<file path="config.mk">
export PLATFORM = sky130hd
export DESIGN_NAME = sseg_scanner
export DESIGN_NICKNAME = d
export VERILOG_FILES = /design/src/rtl/sseg_pkg.sv /design/src/rtl/sseg_prescaler.sv /design/src/rtl/sseg_scanner.sv
export SDC_FILE = /design/constraint.sdc
export NUM_CORES = 1
export LEC_CHECK = 0
export CAP_MARGIN = 20
export CORE_ASPECT_RATIO = 1.4
export CORE_UTILIZATION = 54
export DETAILED_ROUTE_END_ITERATION = 10
export PLACE_DENSITY = 0.81
export SLEW_MARGIN = 0
export SYNTH_ARGS = -nofsm -noshare
export SYNTH_HDL_FRONTEND = slang
export SYNTH_SLANG_ARGS = --single-unit
</file>
<file path="constraint.sdc">
create_clock -name Clk -period 2.6 [get_ports Clk]
set_input_delay 0.39 -clock Clk [delete_from_list [all_inputs] [get_ports Clk]]
set_output_delay 0.39 -clock Clk [all_outputs]
set_load 0.01 [all_outputs]
</file>
<file path="src/rtl/sseg_pkg.sv">
// Shared state encoding and digit width for the seven-segment scan controller.
package sseg_pkg;

    localparam int unsigned SSEG_DIGIT_W = 4;

    typedef enum logic [1:0] {
        ST_IDLE,
        ST_BLANK,
        ST_SHOW
    } sseg_state_t;

endpackage

</file>
<file path="src/rtl/sseg_prescaler.sv">
// Slot counter for the scanner. SlotStart and InBlank are look-ahead flags:
// they describe where the counter will be after the coming clock edge.
module sseg_prescaler #(
    parameter int unsigned PRESCALE = 50000,
    parameter int unsigned BLANK    = 4
) (
    input  logic Clk,
    input  logic Clear,
    output logic SlotStart,
    output logic InBlank
);

    localparam int unsigned CW = (PRESCALE > 1) ? $clog2(PRESCALE) : 1;
    localparam logic [CW-1:0] CNT_LAST   = CW'(PRESCALE - 1);
    localparam logic [CW-1:0] BLANK_LAST = CW'(BLANK - 1);

    logic [CW-1:0] cnt_q;
    logic [CW-1:0] cnt_d;

    always_comb begin
        cnt_d = cnt_q + CW'(1);
        if (Clear || (cnt_q == CNT_LAST)) begin
            cnt_d = '0;
        end
    end

    always_ff @(posedge Clk) begin
        cnt_q <= cnt_d;
    end

    // Next edge begins a new slot / next edge still lands inside the blank window.
    assign SlotStart = (cnt_q == CNT_LAST);
    assign InBlank   = (cnt_q < BLANK_LAST);

endmodule

</file>
<file path="src/rtl/sseg_scanner.sv">
// Time-multiplexed seven-segment scan controller with per-slot blanking gap.
// Define SSEG_SCANNER_LZB_EN to enable leading-zero blanking.
module sseg_scanner
    import sseg_pkg::*;
#(
    parameter int unsigned DIGITS   = 4,
    parameter int unsigned PRESCALE = 50000,
    parameter int unsigned BLANK    = 4
) (
    input  logic                             Clk,
    input  logic                             Reset,
    input  logic                             Enable,
    input  logic                             Load,
    input  logic [SSEG_DIGIT_W*DIGITS-1:0]   Value,
    input  logic [DIGITS-1:0]                DpMask,
    output logic [SSEG_DIGIT_W-1:0]          Num,
    output logic                             Dp,
    output logic [DIGITS-1:0]                Anode
);

    localparam int unsigned IW = $clog2(DIGITS);
    localparam logic [IW-1:0] IDX_LAST = IW'(DIGITS - 1);

    sseg_state_t                      state_q, state_d;
    logic [IW-1:0]                    idx_q, idx_d;
    logic [SSEG_DIGIT_W*DIGITS-1:0]   val_q, val_d;
    logic [DIGITS-1:0]                dpm_q, dpm_d;
    logic [SSEG_DIGIT_W-1:0]          num_q, num_d;
    logic                             dp_q, dp_d;
    logic [DIGITS-1:0]                anode_q, anode_d;
    logic                             sup_q, sup_d;
    logic [DIGITS-1:0]                sup_vec;
    logic                             latch;
    logic [IW-1:0]                    lidx;
    logic                             slot_start;
    logic                             in_blank;
    logic                             cnt_clear;

    assign cnt_clear = Reset || !Enable || (state_q == ST_IDLE);

    sseg_prescaler #(
        .PRESCALE (PRESCALE),
        .BLANK    (BLANK)
    ) u_prescaler (
        .Clk       (Clk),
        .Clear     (cnt_clear),
        .SlotStart (slot_start),
        .InBlank   (in_blank)
    );

    // Slot-start latching reads the post-load shadow so a coincident Load is bypassed.
    assign val_d = Load ? Value  : val_q;
    assign dpm_d = Load ? DpMask : dpm_q;

`ifdef SSEG_SCANNER_LZB_EN
    logic [DIGITS-1:0] zero_from;

    always_comb begin
        zero_from = '0;
        zero_from[DIGITS-1] = (val_d[SSEG_DIGIT_W*(DIGITS-1) +: SSEG_DIGIT_W] == '0);
        for (int unsigned k = 1; k < DIGITS; k++) begin
            zero_from[DIGITS-1-k] = zero_from[DIGITS-k]
                && (val_d[SSEG_DIGIT_W*(DIGITS-1-k) +: SSEG_DIGIT_W] == '0);
        end
        sup_vec = zero_from & ~dpm_d;
        sup_vec[0] = 1'b0;
    end
`else
    assign sup_vec = '0;
`endif

    always_comb begin
        state_d = state_q;
        idx_d   = idx_q;
        num_d   = num_q;
        dp_d    = dp_q;
        anode_d = anode_q;
        sup_d   = sup_q;
        latch   = 1'b0;
        lidx    = idx_q;

        if (!Enable) begin
            state_d = ST_IDLE;
            idx_d   = '0;
            anode_d = '0;
        end else begin
            case (state_q)
                ST_IDLE: begin
                    state_d = ST_BLANK;
                    idx_d   = '0;
                    lidx    = '0;
                    latch   = 1'b1;
                    anode_d = '0;
                end
                ST_BLANK, ST_SHOW: begin
                    if (slot_start) begin
                        lidx    = (idx_q == IDX_LAST) ? '0 : idx_q + IW'(1);
                        idx_d   = lidx;
                        state_d = ST_BLANK;
                        latch   = 1'b1;
                        anode_d = '0;
                    end else if ((state_q == ST_BLANK) && !in_blank) begin
                        state_d        = ST_SHOW;
                        anode_d        = '0;
                        anode_d[idx_q] = !sup_q;
                    end
                end
                default: begin
                    state_d = ST_IDLE;
                    idx_d   = '0;
                    anode_d = '0;
                end
            endcase
        end

        if (latch) begin
            num_d = val_d[SSEG_DIGIT_W*lidx +: SSEG_DIGIT_W];
            dp_d  = dpm_d[lidx];
            sup_d = sup_vec[lidx];
        end
    end

    always_ff @(posedge Clk) begin
        if (Reset) begin
            state_q <= ST_IDLE;
            idx_q   <= '0;
            val_q   <= '0;
            dpm_q   <= '0;
            num_q   <= '0;
            dp_q    <= 1'b0;
            anode_q <= '0;
            sup_q   <= 1'b0;
        end else begin
            state_q <= state_d;
            idx_q   <= idx_d;
            val_q   <= val_d;
            dpm_q   <= dpm_d;
            num_q   <= num_d;
            dp_q    <= dp_d;
            anode_q <= anode_d;
            sup_q   <= sup_d;
        end
    end

    assign Num   = num_q;
    assign Dp    = dp_q;
    assign Anode = anode_q;

endmodule

</file>
# Yosys cells after proc, flatten, opt, wreduce, memory -nomap -nowiden
# Cells that the tools add are included.
dict set report totals {
  elab_cells 55
  ff_bits 50
}
dict set report op_classes {
  n_mux 18
  add_sub_neg 2
  order_cmp 4
  n_reduce_logical 13
  bitwise 3
  eq_ne 5
  n_shift 1
}
# operator n
set ops {}
lappend ops {{16-bit by 1-bit adder with 16-bit output (second input constant)} 1}
lappend ops {{16-bit equality test (second input constant)} 1}
lappend ops {{16-bit by 2-bit < comparator with 1-bit output (second input constant)} 1}
lappend ops {{16-bit 2-to-1 mux} 1}
lappend ops {{16-bit by 5-bit variable part select with 4-bit output} 1}
lappend ops {{2-bit 2-to-1 mux} 5}
lappend ops {{2-bit one-hot mux with 2 select lines} 2}
lappend ops {{2-bit by 3-bit < comparator with 1-bit output (second input constant)} 2}
lappend ops {{1-bit 2-to-1 mux} 5}
lappend ops {{4-bit bitwise AND} 1}
lappend ops {{1-bit binary-select mux with 2-bit select} 2}
lappend ops {{2-bit equality test (second input constant)} 2}
lappend ops {{4-bit 2-to-1 mux} 1}
lappend ops {{2-bit OR reduction} 2}
lappend ops {{4-bit OR reduction} 1}
lappend ops {{1-bit zero test} 3}
lappend ops {{1-bit logical OR} 3}
lappend ops {{3-bit != test (second input constant)} 1}
lappend ops {{3-bit OR reduction} 1}
lappend ops {{2-bit by 1-bit adder with 2-bit output (second input constant)} 1}
lappend ops {{1-bit demux with 2-bit select} 1}
lappend ops {{2-bit by 1-bit equality test with 1-bit output (second input constant)} 1}
lappend ops {{2-bit by 1-bit >= comparator with 1-bit output (second input constant)} 1}
lappend ops {{1-bit logical AND} 2}
lappend ops {{3 further kinds} 4}

# Longest topological paths before layout
# Gate-level depths: netlist of run 1.
dict set report depth {
  depth_word 7
  depth_mapped 9
  ltp_nobuf 8
}

# Hierarchy
# A second synthesis of run 1 with hierarchy kept.
dict set report unflattened {
  cells_unflattened 255
  area_unflattened_um2 2412.3
}
# mod area_each_um2 n_inst cells_each seq_area_each_um2
set modules_own_cells {}
lappend modules_own_cells {sseg_scanner 1677.9 1 170 660.6}
lappend modules_own_cells {sseg_prescaler 734.5 1 85 320.3}

# Least setup slack after synthesis of run 1
# OpenSTA, ideal clock, no wires.
dict set report synth_timing {
  path_kind {register -> register}
  startpoint {reg u_prescaler.cnt_q[0]}
  endpoint {reg num_q[1] (netlist: Num[1])}
  period_less_slack_ns 2.105
  slack_ns 0.495
  path_buffers 1
  setup_ns 0.103
  stages_incl_launch_ff 9
  t_arrival_ns 2.002
  required_time_ns 2.497
  cell_sequence {dfxtp_1 -> ha_1 -> and4_1 -> and4_2 -> buf_6 -> nand4_4 -> nand2_4 -> mux2_4 -> a2111oi_2}
}
dict set report synth_between {
  elab_chain_len 5
}
# item line
set synth_rtl {}
lappend synth_rtl {{start: declaration} sseg_prescaler.sv:17} ;# logic [CW-1:0] cnt_q;
lappend synth_rtl {{start signal: assignment} sseg_prescaler.sv:28} ;# cnt_q <= cnt_d;
lappend synth_rtl {{16-bit equality test (*)} sseg_prescaler.sv:32} ;# assign SlotStart = (cnt_q == CNT_LAST);
lappend synth_rtl {{2-bit 2-to-1 mux} --}
lappend synth_rtl {{2-bit one-hot mux with 2 select lines} sseg_scanner.sv:87} ;# case (state_q)
lappend synth_rtl {{2-bit 2-to-1 mux} sseg_scanner.sv:82} ;# if (!Enable) begin
lappend synth_rtl {{16-bit by 5-bit variable part select with 4-bit output} sseg_scanner.sv:117} ;# num_d = val_d[SSEG_DIGIT_W*lidx +: SSEG_DIGIT_W];
lappend synth_rtl {{end signal: assignment} sseg_scanner.sv:138} ;# num_q <= num_d;
lappend synth_rtl {{end: declaration} sseg_scanner.sv:28} ;# logic [SSEG_DIGIT_W-1:0] num_q, num_d;
# Mark *: on every way between the ends. The rest lies on a longest branch, timed or not.
# A chain may end at the register's enable or synchronous reset.

# Worst setup path in the final report of run 1
dict set report layout_timing {
  startpoint {reg u_prescaler.cnt_q[0]}
  endpoint {reg num_q[3] (netlist: Num[3])}
}
# The elaborated chain is that of the path after synthesis.

==> results of run 1 <==
per-stage QoR:
stage / hold slack (ns) / std cells
floorplan: 0.4132 / 253
global placement: 0.4265 / 341
detailed placement: 0.4404 / 341
CTS: 0.4531 / 349
global route: 0.4891 / 349
finish: 0.4521 / 349
sequential cells by signal (all words and copies together), names as in the netlist:
register	count
state_q	2
Anode	4
Num	4
idx_q	2
val_q	16
Dp	1
dpm_q	4
u_prescaler.cnt_q	16
power by group:
group | total [µW] | internal [µW] | switching (µW)
clock | 557 | 314 | 244
sequential | 786 | 776 | 10.0
combinational | 164 | 90.3 | 73.3
final cells by class:
cell class                      instances  area share, %
Clock buffer                            7          2.990
Clock inverter                          1          1.040
Inverter                                9          1.170
Multi-Input combinational cell        186          45.41
Sequential cell                        49          33.97
Tap cell                               60          2.600
Timing Repair Buffer                   37          12.82
per-layer routing:
layer	GRT usage (%)	routed length (µm)	vias up
met2	42.53	2573	39
met1	24.43	2052	872
met3	4.831	127	13
met4	11.19	145	0
li1	-	-	951
met5	0	0	-
synthesized netlist by cell type (2+ instances only):
cell	n	area, µm²
nand3_1	6	30.03
ha_1	8	100.1
nand2b_1	3	18.77
buf_6	2	22.52
nor4_1	5	31.28
dfxtp_1	49	980.9
a211oi_1	5	37.54
nand2_1	7	26.28
xor2_1	6	52.55
nor2_1	50	187.7
a2bb2oi_1	2	17.52
a21o_1	2	15.01
and4_1	3	26.28
nor3_1	4	20.02
a21oi_1	12	60.06
mux2i_1	18	180.2
o21ai_0	3	15.01
xnor2_1	8	70.07
and3_1	8	50.05
inv_1	9	33.78
buf_2	2	10.01
clkbuf_1	5	18.77
a2111oi_2	3	45.04
mux2_2	6	67.56
nor2b_1	7	43.79
mux2_4	2	30.03
worst min-delay path by stage:
stage | start | endpoint | slack [ns]
floorplan | u_prescaler.cnt_q[0] | u_prescaler.cnt_q[0] | 0.41
global placement | u_prescaler.cnt_q[0] | u_prescaler.cnt_q[0] | 0.43
detailed placement | u_prescaler.cnt_q[0] | u_prescaler.cnt_q[0] | 0.44
CTS | u_prescaler.cnt_q[0] | u_prescaler.cnt_q[0] | 0.45
global route | u_prescaler.cnt_q[0] | u_prescaler.cnt_q[0] | 0.49
finish | u_prescaler.cnt_q[0] | u_prescaler.cnt_q[0] | 0.45
worst register-to-register path: stages (launching register included):
cell and delay, ns:
dfxtp_1 0.36, ha_1 0.23, and4_1 0.20, and4_2 0.51, a2bb2oi_4 0.26, nand2_4 0.12, mux2_4 0.31, a2111oi_2 0.35
kinds of logic (layout without fill, tap and decap cells):
logic type | after synthesis | count (layout) | share of synthesized area [%]
AO/OA/AOI/OAI | 36 | 36 | 12.11
XOR/XNOR | 14 | 14 | 5.158
adder cells (fa/ha/maj) | 8 | 8 | 4.211
buffers and inverters | 18 | 54 | 3.579
flip-flops | 49 | 49 | 41.26
multiplexers | 26 | 26 | 11.68
AND/OR/NAND/NOR | 102 | 102 | 22.00
==> flow_metrics.env, run 1 <==
export IMPL_min_period_over_period_pct=93.13
export IMPL_die_h_um=80.51
export IMPL_period_needed_ns=2.421
export IMPL_mappedNetlistArea_um2=2377
export IMPL_synthCells=253
export IMPL_synth_edf_count=0
export IMPL_hold_buffers=0
export IMPL_place_congestion=0.9231
export IMPL_die_w_um=58.08
export IMPL_first_pass_iters=4
export IMPL_stdcell_area_um2=2888
export IMPL_rsz0062_at_grt="no"
export IMPL_status="finished clean"
export IMPL_clk_path_buf_depth=2
export IMPL_power_uw=1507
export IMPL_cpMaxStageDelayCell="and4_2"
export IMPL_worstReg2RegEnd="Num[3]"
export IMPL_slew_headroom_pct=41.00
export IMPL_initial_utilization_pct=56.08
export IMPL_crit_chain="ha_1, and4_1, and4_2, a2bb2oi_4, nand2_4, mux2_4, a2111oi_2"
export IMPL_drtAntennaViolNets=0
export IMPL_port_buffers=32
export IMPL_num_nets_final=320
export IMPL_min_path_cells=1
export IMPL_vias=1875
export IMPL_worst_pin_slew_ns=0.8735
export IMPL_grt_overflow=0
export IMPL_cts_buffers=5
export IMPL_dr_first_iter_drc_count=64
export IMPL_synth_seq_cells=49
export IMPL_cp_start_kind="flip-flop"
export IMPL_clock_fmax_mhz=413.0
export IMPL_syn_to_final_growth_pct=21.47
export IMPL_critical_path_top_delay_family="simple AND/OR/NAND/NOR gates"
export IMPL_powerDensity_nw_per_um2=521.9
export IMPL_io_pins=33
export IMPL_rrSetupSlack_ns=0.18
export IMPL_required_ns=2.80
export IMPL_layout_common_cells="nor2_1 (50), dfxtp_1 (49), clkdlybuf4s50_1 (32)"
export IMPL_finalWorstSetupSlack_ns=0.1786
export IMPL_p_leak_uw=0.001088
export IMPL_clk_latency_ns=0.30
export IMPL_core_area_um2=4239
export IMPL_grt_start_max_net_pins=26
export IMPL_grt_pass1_vias=1877
export IMPL_clockRootBuffer="clkbuf_8"
export IMPL_reg2regPathDepth=7
export IMPL_drc=0
export IMPL_post_cts_resized=0
export IMPL_cp_max_fo=21
export IMPL_path_buf_inv=0
export IMPL_final_util_pct=68.12
export IMPL_skew_ns=0.006873
export IMPL_yosys_warnings=0
export IMPL_path_depth=7
export IMPL_endpoint="Num[3]"
export IMPL_pre_cts_ws_ns=0.1768
export IMPL_multiInputGateArea_um2=1311
export IMPL_hold_class="flip-flop to flip-flop"
export IMPL_nFillCells=354
export IMPL_placed_area_um2=2771
export IMPL_grt_pass1_wl_um=8259
export IMPL_drive_gt1_share_pct=10.38
export IMPL_diodes=0
export IMPL_viasPerCell=5.372
export IMPL_seqCellArea_um2=980.9
export IMPL_vdd_ir_drop_worst_v=0.0004430
export IMPL_dpl_hpwl_um=3679
export IMPL_cts_tree="done"
export IMPL_cts_max_level=2
export IMPL_layout_commonest_cell="nor2_1"
export IMPL_worstSetupEndpointType="flip-flop"
export IMPL_cts_setup_buffers=0
export IMPL_wl_per_cell_um=14.03
export IMPL_drv_slew=0
export IMPL_gr_usage_all_layers_pct=23.14
export IMPL_crit_type="flip-flop to flip-flop"
export IMPL_cpPeakStageDelay_ns=0.50
export IMPL_synth_cell_types=44
export IMPL_cap_violations=0
export IMPL_clkSinkCount=49
export IMPL_syn_nets=285
export IMPL_async_flop_share_pct=0
export IMPL_clk_pin_slew_worst_paths_ns=0.09
export IMPL_reg2reg_from="u_prescaler.cnt_q[0]"
export IMPL_die_area_um2=4675
export IMPL_antenna_found_initial=0
export IMPL_ys_seq_area_share_pct=41.26
export IMPL_finalHoldViolCount=0
export IMPL_synthFlopType="dfxtp_1"
export IMPL_crit_arrival_ns=2.62
export IMPL_setup_violations=0
export IMPL_crit_path_start="u_prescaler.cnt_q[0]"
export IMPL_fin_setup_tns_ns=0
export IMPL_routed_wl_um=4898
export IMPL_postSynthAreaPerCell_um2=9.396
export IMPL_num_rows=28
No activity file was read; power rests on OpenSTA's default activity.
==> run 2, diff against run 1 <==
--- a/config.mk
+++ b/config.mk
@@ -5,6 +5,7 @@
 export SDC_FILE = /design/constraint.sdc
 export NUM_CORES = 1
 export LEC_CHECK = 0
+export ABC_CLOCK_PERIOD_IN_PS = 2600
 export CAP_MARGIN = 20
 export CORE_ASPECT_RATIO = 1.4
 export CORE_UTILIZATION = 54
==> results of run 2 <==
No change in the layout: final DEF, timing and power equal those of run 1.
